[src/rtl/multi_operand_entry.sv]
// Button-driven decimal entry of OPERANDS operands, each converted to a NUM_W-bit
// binary value (two's complement when ALLOW_NEG=1); done rises after the last one.
module multi_operand_entry #(
  parameter int NUM_W     = 18,
  parameter int DIGITS    = 5,
  parameter int OPERANDS  = 2,
  parameter int ALLOW_NEG = 0
) (
  input  logic                                              freq625m,
  input  logic                                              rst,
  input  logic                                              btnC,
  input  logic                                              btnU,
  input  logic                                              btnD,
  input  logic                                              btnL,
  input  logic                                              btnR,
  output logic [OPERANDS*NUM_W-1:0]                         nums,
  output logic                                              done,
  output logic                                              busy,
  output logic [((OPERANDS > 1) ? $clog2(OPERANDS) : 1)-1:0] op_idx,
  output logic [$clog2(DIGITS+1)-1:0]                       cursor,
  output logic [4*DIGITS-1:0]                               digits_bcd,
  output logic                                              neg,
  output logic [OPERANDS-1:0]                               ovf
);

  localparam int OP_W   = (OPERANDS > 1) ? $clog2(OPERANDS) : 1;
  localparam int CUR_W  = $clog2(DIGITS + 1);
  localparam int STEP_W = (DIGITS > 1) ? $clog2(DIGITS) : 1;
  localparam int ACC_W  = NUM_W + 4;

  localparam logic [ACC_W-1:0]  LIMIT    = (ALLOW_NEG != 0) ? {5'd0, {(NUM_W-1){1'b1}}}
                                                            : {4'd0, {NUM_W{1'b1}}};
  localparam logic [CUR_W-1:0]  CUR_SIGN = CUR_W'(DIGITS);
  localparam logic [CUR_W-1:0]  CUR_MAX  = (ALLOW_NEG != 0) ? CUR_W'(DIGITS) : CUR_W'(DIGITS - 1);
  localparam logic [CUR_W-1:0]  CUR_ONE  = CUR_W'(1);
  localparam logic [OP_W-1:0]   OP_LAST  = OP_W'(OPERANDS - 1);
  localparam logic [OP_W-1:0]   OP_ONE   = OP_W'(1);
  localparam logic [STEP_W-1:0] STEP_TOP = STEP_W'(DIGITS - 1);
  localparam logic [STEP_W-1:0] STEP_ONE = STEP_W'(1);
  localparam logic [NUM_W-1:0]  NUM_ONE  = NUM_W'(1);

  // state | meaning
  // ENTRY | digits editable, cursor/sign moves, C starts conversion
  // CONV  | one digit folded into acc per cycle, MSD first; buttons ignored
  // DONE  | all operands valid and held; only C (restart) is honoured
  typedef enum logic [1:0] {ENTRY = 2'd0, CONV = 2'd1, DONE = 2'd2} state_t;
  state_t state, state_nxt;

  logic [4:0] btn, prev, edges;
  logic       act_c, act_u, act_d, act_l, act_r;

  logic [3:0]                dig     [DIGITS];
  logic [3:0]                dig_nxt [DIGITS];
  logic [CUR_W-1:0]          cursor_nxt;
  logic                      neg_nxt;
  logic [OP_W-1:0]           op_idx_nxt;
  logic [OPERANDS*NUM_W-1:0] nums_nxt;
  logic [OPERANDS-1:0]       ovf_nxt;
  logic                      done_nxt;
  logic [ACC_W-1:0]          acc, acc_nxt, acc_step;
  logic                      sticky, sticky_nxt, step_ovf;
  logic [STEP_W-1:0]         step, step_nxt;
  logic [3:0]                dig_sel;
  logic [NUM_W-1:0]          mag, result;

  assign btn   = {btnC, btnU, btnD, btnL, btnR};
  assign edges = btn & ~prev;
  assign act_c = edges[4];
  assign act_u = edges[3] & ~edges[4];
  assign act_d = edges[2] & ~(|edges[4:3]);
  assign act_l = edges[1] & ~(|edges[4:2]);
  assign act_r = edges[0] & ~(|edges[4:1]);

  assign busy = (state == CONV);

  always_comb begin
    digits_bcd = '0;
    for (int i = 0; i < DIGITS; i++) digits_bcd[4*i +: 4] = dig[i];
  end

  always_comb begin
    dig_sel = 4'd0;
    for (int i = 0; i < DIGITS; i++)
      if (step == STEP_W'(i)) dig_sel = dig[i];
  end

  // acc never exceeds LIMIT between steps, so acc*10+9 always fits in ACC_W bits
  assign acc_step = (acc << 3) + (acc << 1) + {{NUM_W{1'b0}}, dig_sel};
  assign step_ovf = (acc_step > LIMIT);
  assign mag      = step_ovf ? LIMIT[NUM_W-1:0] : acc_step[NUM_W-1:0];
  assign result   = neg ? (~mag + NUM_ONE) : mag;

  always_comb begin
    state_nxt  = state;
    dig_nxt    = dig;
    cursor_nxt = cursor;
    neg_nxt    = neg;
    op_idx_nxt = op_idx;
    nums_nxt   = nums;
    ovf_nxt    = ovf;
    done_nxt   = done;
    acc_nxt    = acc;
    sticky_nxt = sticky;
    step_nxt   = step;
    case (state)
      ENTRY: begin
        if (act_c) begin
          state_nxt  = CONV;
          acc_nxt    = '0;
          sticky_nxt = 1'b0;
          step_nxt   = STEP_TOP;
        end else if (act_u || act_d) begin
          if ((ALLOW_NEG != 0) && (cursor == CUR_SIGN)) begin
            neg_nxt = ~neg;
          end else begin
            for (int i = 0; i < DIGITS; i++) begin
              if (cursor == CUR_W'(i)) begin
                if (act_u) dig_nxt[i] = (dig[i] == 4'd9) ? 4'd0 : dig[i] + 4'd1;
                else       dig_nxt[i] = (dig[i] == 4'd0) ? 4'd9 : dig[i] - 4'd1;
              end
            end
          end
        end else if (act_l) begin
          if (cursor != CUR_MAX) cursor_nxt = cursor + CUR_ONE;
        end else if (act_r) begin
          if (cursor != '0) cursor_nxt = cursor - CUR_ONE;
        end
      end
      CONV: begin
        acc_nxt    = {4'd0, mag};
        sticky_nxt = sticky | step_ovf;
        if (step == '0) begin
          for (int k = 0; k < OPERANDS; k++) begin
            if (op_idx == OP_W'(k)) begin
              nums_nxt[k*NUM_W +: NUM_W] = result;
              ovf_nxt[k]                 = sticky | step_ovf;
            end
          end
          for (int i = 0; i < DIGITS; i++) dig_nxt[i] = 4'd0;
          cursor_nxt = '0;
          neg_nxt    = 1'b0;
          if (op_idx == OP_LAST) begin
            state_nxt = DONE;
            done_nxt  = 1'b1;
          end else begin
            op_idx_nxt = op_idx + OP_ONE;
            state_nxt  = ENTRY;
          end
        end else begin
          step_nxt = step - STEP_ONE;
        end
      end
      DONE: begin
        if (act_c) begin
          nums_nxt   = '0;
          ovf_nxt    = '0;
          op_idx_nxt = '0;
          done_nxt   = 1'b0;
          state_nxt  = ENTRY;
        end
      end
      default: state_nxt = ENTRY;
    endcase
  end

  always_ff @(posedge freq625m) begin
    if (rst) state <= ENTRY;
    else     state <= state_nxt;
  end

  always_ff @(posedge freq625m) begin
    if (rst) begin
      prev   <= '0;
      for (int i = 0; i < DIGITS; i++) dig[i] <= 4'd0;
      cursor <= '0;
      neg    <= 1'b0;
      op_idx <= '0;
      nums   <= '0;
      ovf    <= '0;
      done   <= 1'b0;
      acc    <= '0;
      sticky <= 1'b0;
      step   <= '0;
    end else begin
      prev   <= btn;
      dig    <= dig_nxt;
      cursor <= cursor_nxt;
      neg    <= neg_nxt;
      op_idx <= op_idx_nxt;
      nums   <= nums_nxt;
      ovf    <= ovf_nxt;
      done   <= done_nxt;
      acc    <= acc_nxt;
      sticky <= sticky_nxt;
      step   <= step_nxt;
    end
  end

endmodule

[config.mk]
export PLATFORM = sky130hd
export DESIGN_NAME = multi_operand_entry
export DESIGN_NICKNAME = d
export VERILOG_FILES = /design/src/rtl/multi_operand_entry.sv
export SDC_FILE = /design/constraint.sdc
export NUM_CORES = 1
export LEC_CHECK = 0
export CAP_MARGIN = 5
export CORE_UTILIZATION = 50
export CTS_CLUSTER_SIZE = 20
export DETAILED_ROUTE_END_ITERATION = 7
export HOLD_SLACK_MARGIN = 0.12
export PLACE_DENSITY_LB_ADDON = 0.1
export SKIP_LAST_GASP = 1
export SLEW_MARGIN = 30
export SYNTH_ARGS = -nofsm -noshare
export SYNTH_HDL_FRONTEND = slang
export SYNTH_SLANG_ARGS = --single-unit
[constraint.sdc]
create_clock -name freq625m -period 8.5 [get_ports freq625m]
set_input_delay 1.7 -clock freq625m [delete_from_list [all_inputs] [get_ports freq625m]]
set_output_delay 1.7 -clock freq625m [all_outputs]
set_load 0.02 [all_outputs]
==> impl_metrics.json, run 1 <==
{
  "drtIter0Drc": 191,
  "cts_tree": "built",
  "die_h_um": 107.4,
  "synth_ff_type": "dfxtp_1",
  "finalMaxSlewViolations": 0,
  "synth.distinct_cells": 59,
  "ctsHoldBuffers": 0,
  "gpl.final_weighted_congestion": 0.9146,
  "route.detailed.drc": 0,
  "clkSlewWorstSetupHoldPaths_ns": 0.09,
  "setup_violations": 0,
  "finish.net_count": 798,
  "layout.cells.non_filler": 873,
  "post_cts_buffers": 0,
  "fill_cells": 981,
  "wire_per_inst_um": 15.51,
  "critPathMaxStageDelay_ns": 0.50,
  "multi_input_area_sq_um": 3456,
  "n_antenna_cell": 0,
  "grt_usage": 0.2525,
  "path_cells": "inv_1 -> ha_1 -> nand2_1 -> nor2_1 -> a21oi_1 -> nor2_1 -> a21oi_1 -> nor2_1 -> a21oi_1 -> o21ai_0 -> fa_1 -> fa_1 -> a21o_1 -> o21ai_1 -> a31o_2 -> o31ai_2 -> a221oi_2 -> o21a_2 -> o211ai_2 -> a22o_1",
  "yosysWarnings": 0,
  "area_growth_pct": 16.66,
  "max_freq_ghz": 0.2213,
  "power_mw": 0.9735,
  "cp_max_fo": 21,
  "relSlewSlack": 0.3917,
  "regArea_sq_um": 1842,
  "syn_avg_cell_area_sq_um": 8.088,
  "synth_fp_nets": 757,
  "synth_edf_count": 0,
  "synth-async-reset-ratio": 0,
  "finalSetupTns_ns": 0,
  "cts_root_buf": "clkbuf_8",
  "portBuffers": 70,
  "dieArea_sq_um": 11540,
  "critPathKind": "flip-flop to flip-flop",
  "grt.overflow.total": 0,
  "antenna_found_initial": 0,
  "vias_per_cell": 5.830,
  "core_sq_um": 10840,
  "leakagePower_nw": 2.645,
  "hp-class": "flip-flop to flip-flop",
  "ant_nets": 0,
  "hold_viol_final": 0,
  "grt_max_degree": 44,
  "syn_inst": 687,
  "drt-pass1-iter-count": 4,
  "cp-end-kind": "flip-flop",
  "wirelength_um": 13540,
  "critical_path_arrival_ns": 4.80,
  "die_x_um": 107.4,
  "timing.critical_path.buf_inv": 1,
  "ir_worst_vdd_mv": 0.09781,
  "maxCapViolations": 0,
  "num_io_pins": 72,
  "grt_pass1_vias": 4947,
  "fin_util": 0.5980,
  "dp_cells": 857,
  "hpwl_um": 9890,
  "min_period_ns": 4.519,
  "clockBufferDepth": 2,
  "cts_sinks": 92,
  "crit_family": "compound AO/OA/AOI/OAI gates",
  "cp.required_ns": 8.78,
  "yosys_register_bits": 92,
  "vias": 5090,
  "htreeDepth": 3,
  "start_util": 0.5126,
  "worst_path_max_delay_cell": "fa_1",
  "synth-seq-area-share": 0.3315,
  "cts_resized": 0,
  "drive_gt1_frac": 0.04229,
  "status": "complete, no violations",
  "synthesis.area_sq_um": 5557,
  "num_rows": 38,
  "worst_hold_slack_ns": 0.4642,
  "skew_ns": 0.009749,
  "cts_buffers": 9,
  "worst_pin_slew_ns": 0.9125,
  "rsz0062_at_grt": "false",
  "grt_pass1_wl_um": 23160,
  "post-route-period-util": 0.5316,
  "clk_latency_ns": 0.38,
  "worstSetupStartpointType": "flip-flop",
  "powerDensity_nw_per_um2": 150.2
}
metrics by stage:
step	setup slack (ns)	cell area, sq um
after CTS	3.979	6477
final	3.981	6482
after global routing	3.477	6482
after detailed placement	3.992	6285
after floorplan	4.446	5557
after global placement	4.140	6285
cell usage in the layout (no fill, tap or decap), types with 2 or more instances in the layout:
| cell | n |
|---|---|
| nand3b_1 | 9 |
| a21oi_1 | 62 |
| a22oi_1 | 6 |
| a211oi_1 | 6 |
| and3_1 | 3 |
| or4_1 | 4 |
| xor2_1 | 8 |
| or3_1 | 5 |
| o31ai_1 | 2 |
| nor2b_1 | 8 |
| nor2_1 | 70 |
| buf_4 | 6 |
| clkinv_4 | 2 |
| xnor2_1 | 8 |
| and2_1 | 9 |
| nor3b_1 | 4 |
| a21o_1 | 2 |
| nand2_1 | 68 |
| a22o_1 | 33 |
| nand3_1 | 18 |
| mux2i_1 | 4 |
| clkbuf_8 | 9 |
| o211ai_2 | 2 |
| o21ai_1 | 3 |
| clkdlybuf4s50_1 | 70 |
| o211ai_1 | 3 |
| o21ai_0 | 43 |
| dfxtp_1 | 92 |
| fa_1 | 2 |
| clkinv_2 | 2 |
| nor4_1 | 6 |
| nor3_1 | 20 |
| o21a_1 | 4 |
| a31oi_1 | 16 |
| ha_1 | 61 |
| nand4_1 | 7 |
| nand2b_1 | 14 |
| inv_1 | 18 |
sequential cells by signal, summed over array words and instances, names as in the netlist:
register,cells
ovf,2
step,3
op_idx,1
digits_bcd,20
nums,36
acc,18
cursor,3
sticky,1
state,2
prev,5
done,1
final cells by class:
class,count,share of cell area
Tap cell,140,0.02702
Clock inverter,6,0.01004
Multi-Input combinational cell,530,0.5331
Inverter,19,0.01100
Timing Repair Buffer,76,0.1150
Clock buffer,10,0.01969
Sequential cell,92,0.2841
synth_stat cells, types with 6 or more instances:
cell,number,area [sq um]
a211oi_1,6,45.04
a21oi_1,62,310.3
a22o_1,33,289.0
a22oi_1,6,45.04
a31oi_1,16,100.1
and2_1,9,56.30
clkbuf_1,35,131.4
dfxtp_1,92,1842
ha_1,61,763.2
inv_1,18,67.56
nand2_1,68,255.2
nand2b_1,14,87.58
nand3_1,18,90.09
nand3b_1,9,67.56
nand4_1,7,43.79
nor2_1,71,266.5
nor2b_1,8,50.05
nor3_1,20,100.1
nor4_1,6,37.54
o21ai_0,43,215.2
xnor2_1,8,70.07
xor2_1,8,70.07
power breakdown:
part	leakage, nW	total (mW)	internal (mW)	switching, mW
Clock	0.0962	0.298	0.136	0.162
Sequential	0.745	0.471	0.445	0.0259
Combinational	1.80	0.205	0.0826	0.122
Total	2.64	0.973	0.664	0.310
worst paths after layout:
kind	start	cells past startpoint	slack, ns	end
worst min register to register	nums[15]$_SDFFE_PP0P_	2	0.46	nums[15]$_SDFFE_PP0P_
worst max-delay path	step[0]$_SDFFE_PP0P_	20	3.98	acc[0]$_SDFFE_PP0P_
worst min-delay path	nums[15]$_SDFFE_PP0P_	2	0.46	nums[15]$_SDFFE_PP0P_
worst max register to register	step[0]$_SDFFE_PP0P_	20	3.98	acc[0]$_SDFFE_PP0P_
metal layers:
layer / GRT usage / share of wire / up-vias
li1: - / - / 2535
met1: 0.2965 / 0.43 / 2433
met2: 0.4558 / 0.51 / 106
met3: 0.03632 / 0.038 / 16
met4: 0.1076 / 0.019 / 0
met5: 0 / 0 / -
worst register-to-register path: stages (launching register included):
cell	delay, ns
dfxtp_1	0.36
inv_1	0.12
ha_1	0.38
nand2_1	0.09
nor2_1	0.09
a21oi_1	0.04
nor2_1	0.09
a21oi_1	0.04
nor2_1	0.10
a21oi_1	0.04
o21ai_0	0.23
fa_1	0.50
fa_1	0.48
a21o_1	0.21
o21ai_1	0.16
a31o_2	0.23
o31ai_2	0.10
a221oi_2	0.28
o21a_2	0.43
o211ai_2	0.18
a22o_1	0.26
cell families after synthesis:
family | Yosys count | synth area share
AOI/OAI and AO/OA | 197 | 0.2286
xor gates and xnor gates | 16 | 0.02522
adders and majority gates | 63 | 0.1446
buffers and inverters | 65 | 0.04796
DFF | 92 | 0.3315
muxes | 4 | 0.007206
other | 1 | 0.0006749
and+or+nand+nor | 249 | 0.2144
(Power assumes the default switching activity.)
==> inputs of run 2 (changes only) <==
clock period = 4.6 ns   (was 8.5 ns; I/O delays follow)
==> run 2 against run 1 <==
Against the previous run:
- combinational power up 88%
- utilization up 0.84 points
- hold slack worse by 0.0077 ns
- global-route usage is essentially flat
- non-clock buffer count increased by 5
- sequential share of layout area decreased by 0.38 points
- die area stayed put
- cell area is 1.4% higher
- total power rose by 88%
- via count up 1.4%
- critical path type unchanged
- largest cell class unchanged
- critical path depth decreased by 1
==> impl_metrics.json, run 2 (synthesis gave the netlist of run 1 again) <==
{
  "status": "complete, no violations",
  "cts_root_buf": "clkbuf_8",
  "maxCapViolations": 0,
  "htreeDepth": 3,
  "layout.cells.non_filler": 881,
  "num_rows": 38,
  "swShare": 0.3127,
  "relSlewSlack": 0.3872,
  "worst_pin_slew_ns": 0.9163,
  "cp_max_fo": 8,
  "critPathMaxStageDelay_ns": 0.50,
  "skew_ns": 0.008213,
  "hold_viol_final": 0,
  "dieArea_sq_um": 11540,
  "grt_busiest_layer": "met2",
  "fin_util": 0.6064,
  "vias": 5162,
  "cts_tree": "built",
  "cp.required_ns": 4.88,
  "grt_max_degree": 25,
  "setup_violations": 0,
  "final_cell_mix": "91 x dfxtp_1, 71 x nor2_1, 70 x clkdlybuf4s50_1",
  "clk_latency_ns": 0.38,
  "dp_cells": 859,
  "grt_pass1_wl_um": 23060,
  "reg2reg_from": "step[1]$_SDFFE_PP0P_",
  "holdPathEnd": "nums[10]$_SDFFE_PP0P_",
  "rrSetupSlack_ns": 0.32,
  "met3_usage": 0.04419,
  "min_path_cells": 2,
  "route.detailed.drc": 0,
  "drive_gt1_frac": 0.05263,
  "cts_sinks": 92,
  "clockBufferDepth": 2,
  "max_freq_ghz": 0.2336,
  "grt_usage": 0.2528,
  "r2r-end": "acc[1]$_SDFFE_PP0P_",
  "clkSlewWorstSetupHoldPaths_ns": 0.09,
  "p_switching_mw": 0.5715,
  "worstSetupStartpointType": "flip-flop",
  "vias_per_cell": 5.859,
  "ant_nets": 0,
  "leakagePower_nw": 2.680,
  "cts_buffers": 9,
  "finalSetupTns_ns": 0,
  "ir_worst_vdd_mv": 0.1540,
  "worst_hold_slack_ns": 0.4565,
  "portBuffers": 70,
  "min_period_ns": 4.281,
  "fill_cells": 1003,
  "cp-end-kind": "flip-flop",
  "core_sq_um": 10840,
  "clockPowerShare": 0.313,
  "crit_family": "compound AO/OA/AOI/OAI gates",
  "reg2regPathDepth": 19,
  "timing.critical_path.buf_inv": 1,
  "intPower_mw": 1.256,
  "critical_path_arrival_ns": 4.56,
  "seqPwrFrac": 0.476,
  "powerDensity_nw_per_um2": 278.0,
  "hpwl_um": 10030,
  "largest-register": "nums",
  "gpl.final_weighted_congestion": 0.9376,
  "n_antenna_cell": 0,
  "critPathKind": "flip-flop to flip-flop",
  "wire_per_inst_um": 15.99,
  "dpl_cell_area_sq_um": 6297,
  "met1_usage": 0.3059,
  "drt-pass1-iter-count": 4,
  "drtIter0Drc": 229,
  "wirelength_um": 14090,
  "p_comb_frac": 0.211,
  "die_x_um": 107.4,
  "min_from": "nums[10]$_SDFFE_PP0P_",
  "finish.net_count": 806,
  "hp-class": "flip-flop to flip-flop",
  "die_h_um": 107.4,
  "crit_top_cell": "a21oi_1",
  "antenna_found_initial": 0,
  "path_cells": "inv_1 -> ha_1 -> nor2_1 -> a21oi_1 -> nor2_1 -> a21oi_1 -> nor2_1 -> a21oi_1 -> o21ai_0 -> fa_1 -> ha_1 -> a21oi_1 -> o211ai_2 -> o211ai_1 -> a211o_1 -> a221oi_4 -> o21a_2 -> nand2b_1 -> a22o_1",
  "grt.overflow.total": 0,
  "rsz0062_at_grt": "false",
  "grt_util_met2": 0.4465,
  "num_io_pins": 72,
  "area_growth_pct": 18.31,
  "layout_commonest_cell": "dfxtp_1",
  "largest_reg_flops": 36,
  "final_area_sq_um": 6574,
  "worst_path_max_delay_cell": "fa_1",
  "start_util": 0.5126,
  "finalMaxSlewViolations": 0,
  "grt_pass1_vias": 4862,
  "post-route-period-util": 0.9306
}
## run 2: worst reg2reg max path: cells and delay by family (launching register included)
family,cells,cell delay (ns)
DFF,1,0.38
buffers and inverters,1,0.11
and+or+nand+nor,4,0.45
adders and majority gates,3,1.09
AOI/OAI and AO/OA,11,2.17
## run 2: through the flow
step	power (mW)	worst slack, ns
floorplan	1.149	0.5461
global placement	1.259	0.3603
detailed placement	1.269	0.1990
CTS	1.832	0.2046
global route	1.923	0.03184
finish	1.828	0.3192
## run 2: worst max path at each step
stage	slack, ns	depth (start not counted)	end	startpoint
2_1_floorplan	0.55	22	acc[0]$_SDFFE_PP0P_	step[0]$_SDFFE_PP0P_
3_3_place_gp	0.36	20	acc[0]$_SDFFE_PP0P_	step[0]$_SDFFE_PP0P_
3_5_place_dp	0.20	20	acc[0]$_SDFFE_PP0P_	step[0]$_SDFFE_PP0P_
4_1_cts	0.20	20	acc[0]$_SDFFE_PP0P_	step[0]$_SDFFE_PP0P_
5_1_grt	0.03	21	acc[1]$_SDFFE_PP0P_	step[0]$_SDFFE_PP0P_
6_report	0.32	19	acc[1]$_SDFFE_PP0P_	step[1]$_SDFFE_PP0P_
## run 2: routing by layer
metal	vias up	share of wire
met5	-	0
met4	0	0.016
met3	20	0.038
met2	131	0.51
met1	2445	0.44
li1	2566	-
## run 2: area by class of cell
class / count / area [sq um] / area share
Inverter: 19 / 71.32 / 0.01085
Sequential cell: 92 / 1843 / 0.2804
Multi-Input combinational cell: 533 / 3498 / 0.5322
Clock buffer: 12 / 155.1 / 0.02360
Tap cell: 140 / 175.2 / 0.02665
Timing Repair Buffer: 81 / 783.3 / 0.1191
Clock inverter: 4 / 47.55 / 0.007233
## run 2: power groups by stage
stage	clock, mW	sequential [mW]	combinational (mW)
floorplan	0	0.892	0.256
global placement	0	0.888	0.371
detailed placement	0	0.889	0.380
CTS	0.577	0.870	0.384
global route	0.617	0.877	0.429
finish	0.572	0.870	0.385
## run 2: timing repair
action	CTS	global route
setup buffers	0	3
hold endpoints to repair	0	0
hold buffers	0	0
endpoints found under the setup margin	0	54
gates resized for setup	0	5
==> inputs of run 3 (changes only) <==
CORE_UTILIZATION = 45   (was 50)
==> run 3 against run 2 <==
Against the previous run:
- cell area up 3.0%
- global-route usage down 1.5 points
- sequential cell count unchanged
- register-to-register slack better by 0.04 ns
- hold slack worse by 0.0030 ns
- fmax up 0.87%
- clock-buffer cell count down 2
- die area up 11%
- clock skew down 0.0023 ns
- critical path depth up 2
- utilization down 4.3 points
- largest cell class unchanged
==> impl_metrics.json, run 3 (synthesis gave the netlist of run 1 again) <==
{
  "status": "complete, no violations",
  "critPathKind": "flip-flop to flip-flop",
  "hold_viol_final": 0,
  "relSlewSlack": 0.3846,
  "powerDensity_nw_per_um2": 329.5,
  "hpwl_um": 10430,
  "post-route-period-util": 0.9226,
  "critical_path_arrival_ns": 4.49,
  "grt.overflow.total": 0,
  "drive_gt1_frac": 0.05660,
  "gpl.final_weighted_congestion": 0.8890,
  "clkSlewWorstSetupHoldPaths_ns": 0.07,
  "grt_max_degree": 44,
  "ctsHoldBuffers": 0,
  "hp-class": "flip-flop to flip-flop",
  "vias_per_cell": 5.855,
  "post-place-ws_ns": 0.1388,
  "cp_max_fo": 6,
  "cp.required_ns": 4.85,
  "drtIter0Drc": 290,
  "n_antenna_cell": 0,
  "largest-register": "nums",
  "maxCapViolations": 0,
  "die_x_um": 113.1,
  "start_util": 0.4626,
  "antenna_found_initial": 0,
  "num_rows": 40,
  "dieArea_sq_um": 12800,
  "min_period_ns": 4.244,
  "grt_pass1_wl_um": 24400,
  "ant_nets": 0,
  "htreeDepth": 3,
  "finalMaxSlewViolations": 0,
  "power_mw": 2.230,
  "max_freq_ghz": 0.2356,
  "setup_violations": 0,
  "skew_ns": 0.005951,
  "setup_slack_ns": 0.3560,
  "cts_buffers": 9,
  "drt-pass1-iter-count": 5,
  "portBuffers": 70,
  "cts_root_buf": "clkbuf_16",
  "leakagePower_nw": 2.777,
  "num_io_pins": 72,
  "clk_latency_ns": 0.36,
  "grt_pass1_vias": 5088,
  "worstSetupStartpointType": "flip-flop",
  "vias": 5205,
  "clockBufferDepth": 2,
  "largest_reg_flops": 36,
  "finalSetupTns_ns": 0,
  "cts_sinks": 92,
  "ir_worst_vdd_mv": 0.2097,
  "finish.net_count": 807,
  "wirelength_um": 14600,
  "grt_usage": 0.2379,
  "layout_commonest_cell": "dfxtp_1",
  "route.detailed.drc": 0,
  "cts_tree": "built",
  "area_growth_pct": 21.80,
  "core_sq_um": 12010,
  "cp-end-kind": "flip-flop",
  "worst_pin_slew_ns": 0.9230,
  "die_h_um": 113.1,
  "final_cell_mix": "91 x dfxtp_1, 71 x nor2_1, 70 x clkdlybuf4s50_1",
  "wire_per_inst_um": 16.42
}
[run 3: changes by cell type in the layout (fill, tap and decap cells not counted), moves of 2 or more]
cell / previous run / this run
buf_4: 11 / 13
clkbuf_16: 0 / 9
bufinv_16: 1 / 5
clkbuf_8: 11 / 0
clkinv_2: 2 / 0
o21ai_1: 4 / 2
[run 3: path summary, 6_finish.rpt]
kind	slack, ns	from	end	cells after the start
worst max-delay path	0.36	step[0]$_SDFFE_PP0P_	acc[0]$_SDFFE_PP0P_	21
worst min-delay path	0.45	nums[12]$_SDFFE_PP0P_	nums[12]$_SDFFE_PP0P_	2
worst max register to register	0.36	step[0]$_SDFFE_PP0P_	acc[0]$_SDFFE_PP0P_	21
worst min register to register	0.45	nums[12]$_SDFFE_PP0P_	nums[12]$_SDFFE_PP0P_	2
[run 3: timing repair]
| action | 4_1_cts | 5_1_grt |
|---|---|---|
| setup buffers | 0 | 2 |
| endpoints found under the setup margin | 0 | 57 |
| resized for setup | 0 | 4 |
[run 3: area by class of cell]
type / count / area [sq um]
multi-input cells: 532 / 3483
clock buffers: 10 / 229.0
inverters: 19 / 71.32
repair buffers: 83 / 798.3
fillers: 1105 / 5244
well taps: 147 / 183.9
flip-flops and latches: 92 / 1843
clock inverters: 6 / 158.9
[run 3: where the power goes]
part,switching [mW],internal (mW),total (mW)
Clock,0.329,0.643,0.972
Sequential,0.0434,0.823,0.866
Combinational,0.234,0.158,0.392
Total,0.607,1.62,2.23
[run 3: metal layers]
metal | track usage | wire [um]
met1 | 0.2789 | 6322
met3 | 0.03589 | 452
met2 | 0.4389 | 7603
met4 | 0.08246 | 219
met5 | 0 | 0
[run 3: per-stage QoR]
step	area (sq um)	util	instances	hold slack (ns)
final	6768	0.5634	889	0.4535
after global routing	6768	0.5634	889	0.4844
after CTS	6716	0.5592	885	0.4636
after detailed placement	6329	0.5269	869	0.4476
after global placement	6329	0.5269	869	0.4404
after floorplan	5557	-	687	0.4572
[run 3: worst max-delay path, stage by stage (launching register included)]
cell      delay [ns]
dfxtp_2         0.37
inv_1           0.09
ha_1            0.26
nand2_1         0.08
nor2_1          0.04
a21oi_1         0.12
nor2_1          0.05
a21oi_1         0.11
nor2_1          0.05
a21oi_1         0.17
o21ai_0         0.14
fa_1            0.51
fa_1            0.48
a21o_1          0.22
o21ai_2         0.13
a31o_2          0.23
o31ai_2         0.10
a221oi_2        0.26
buf_4           0.18
o21a_4          0.18
o211ai_2        0.12
a22o_1          0.25
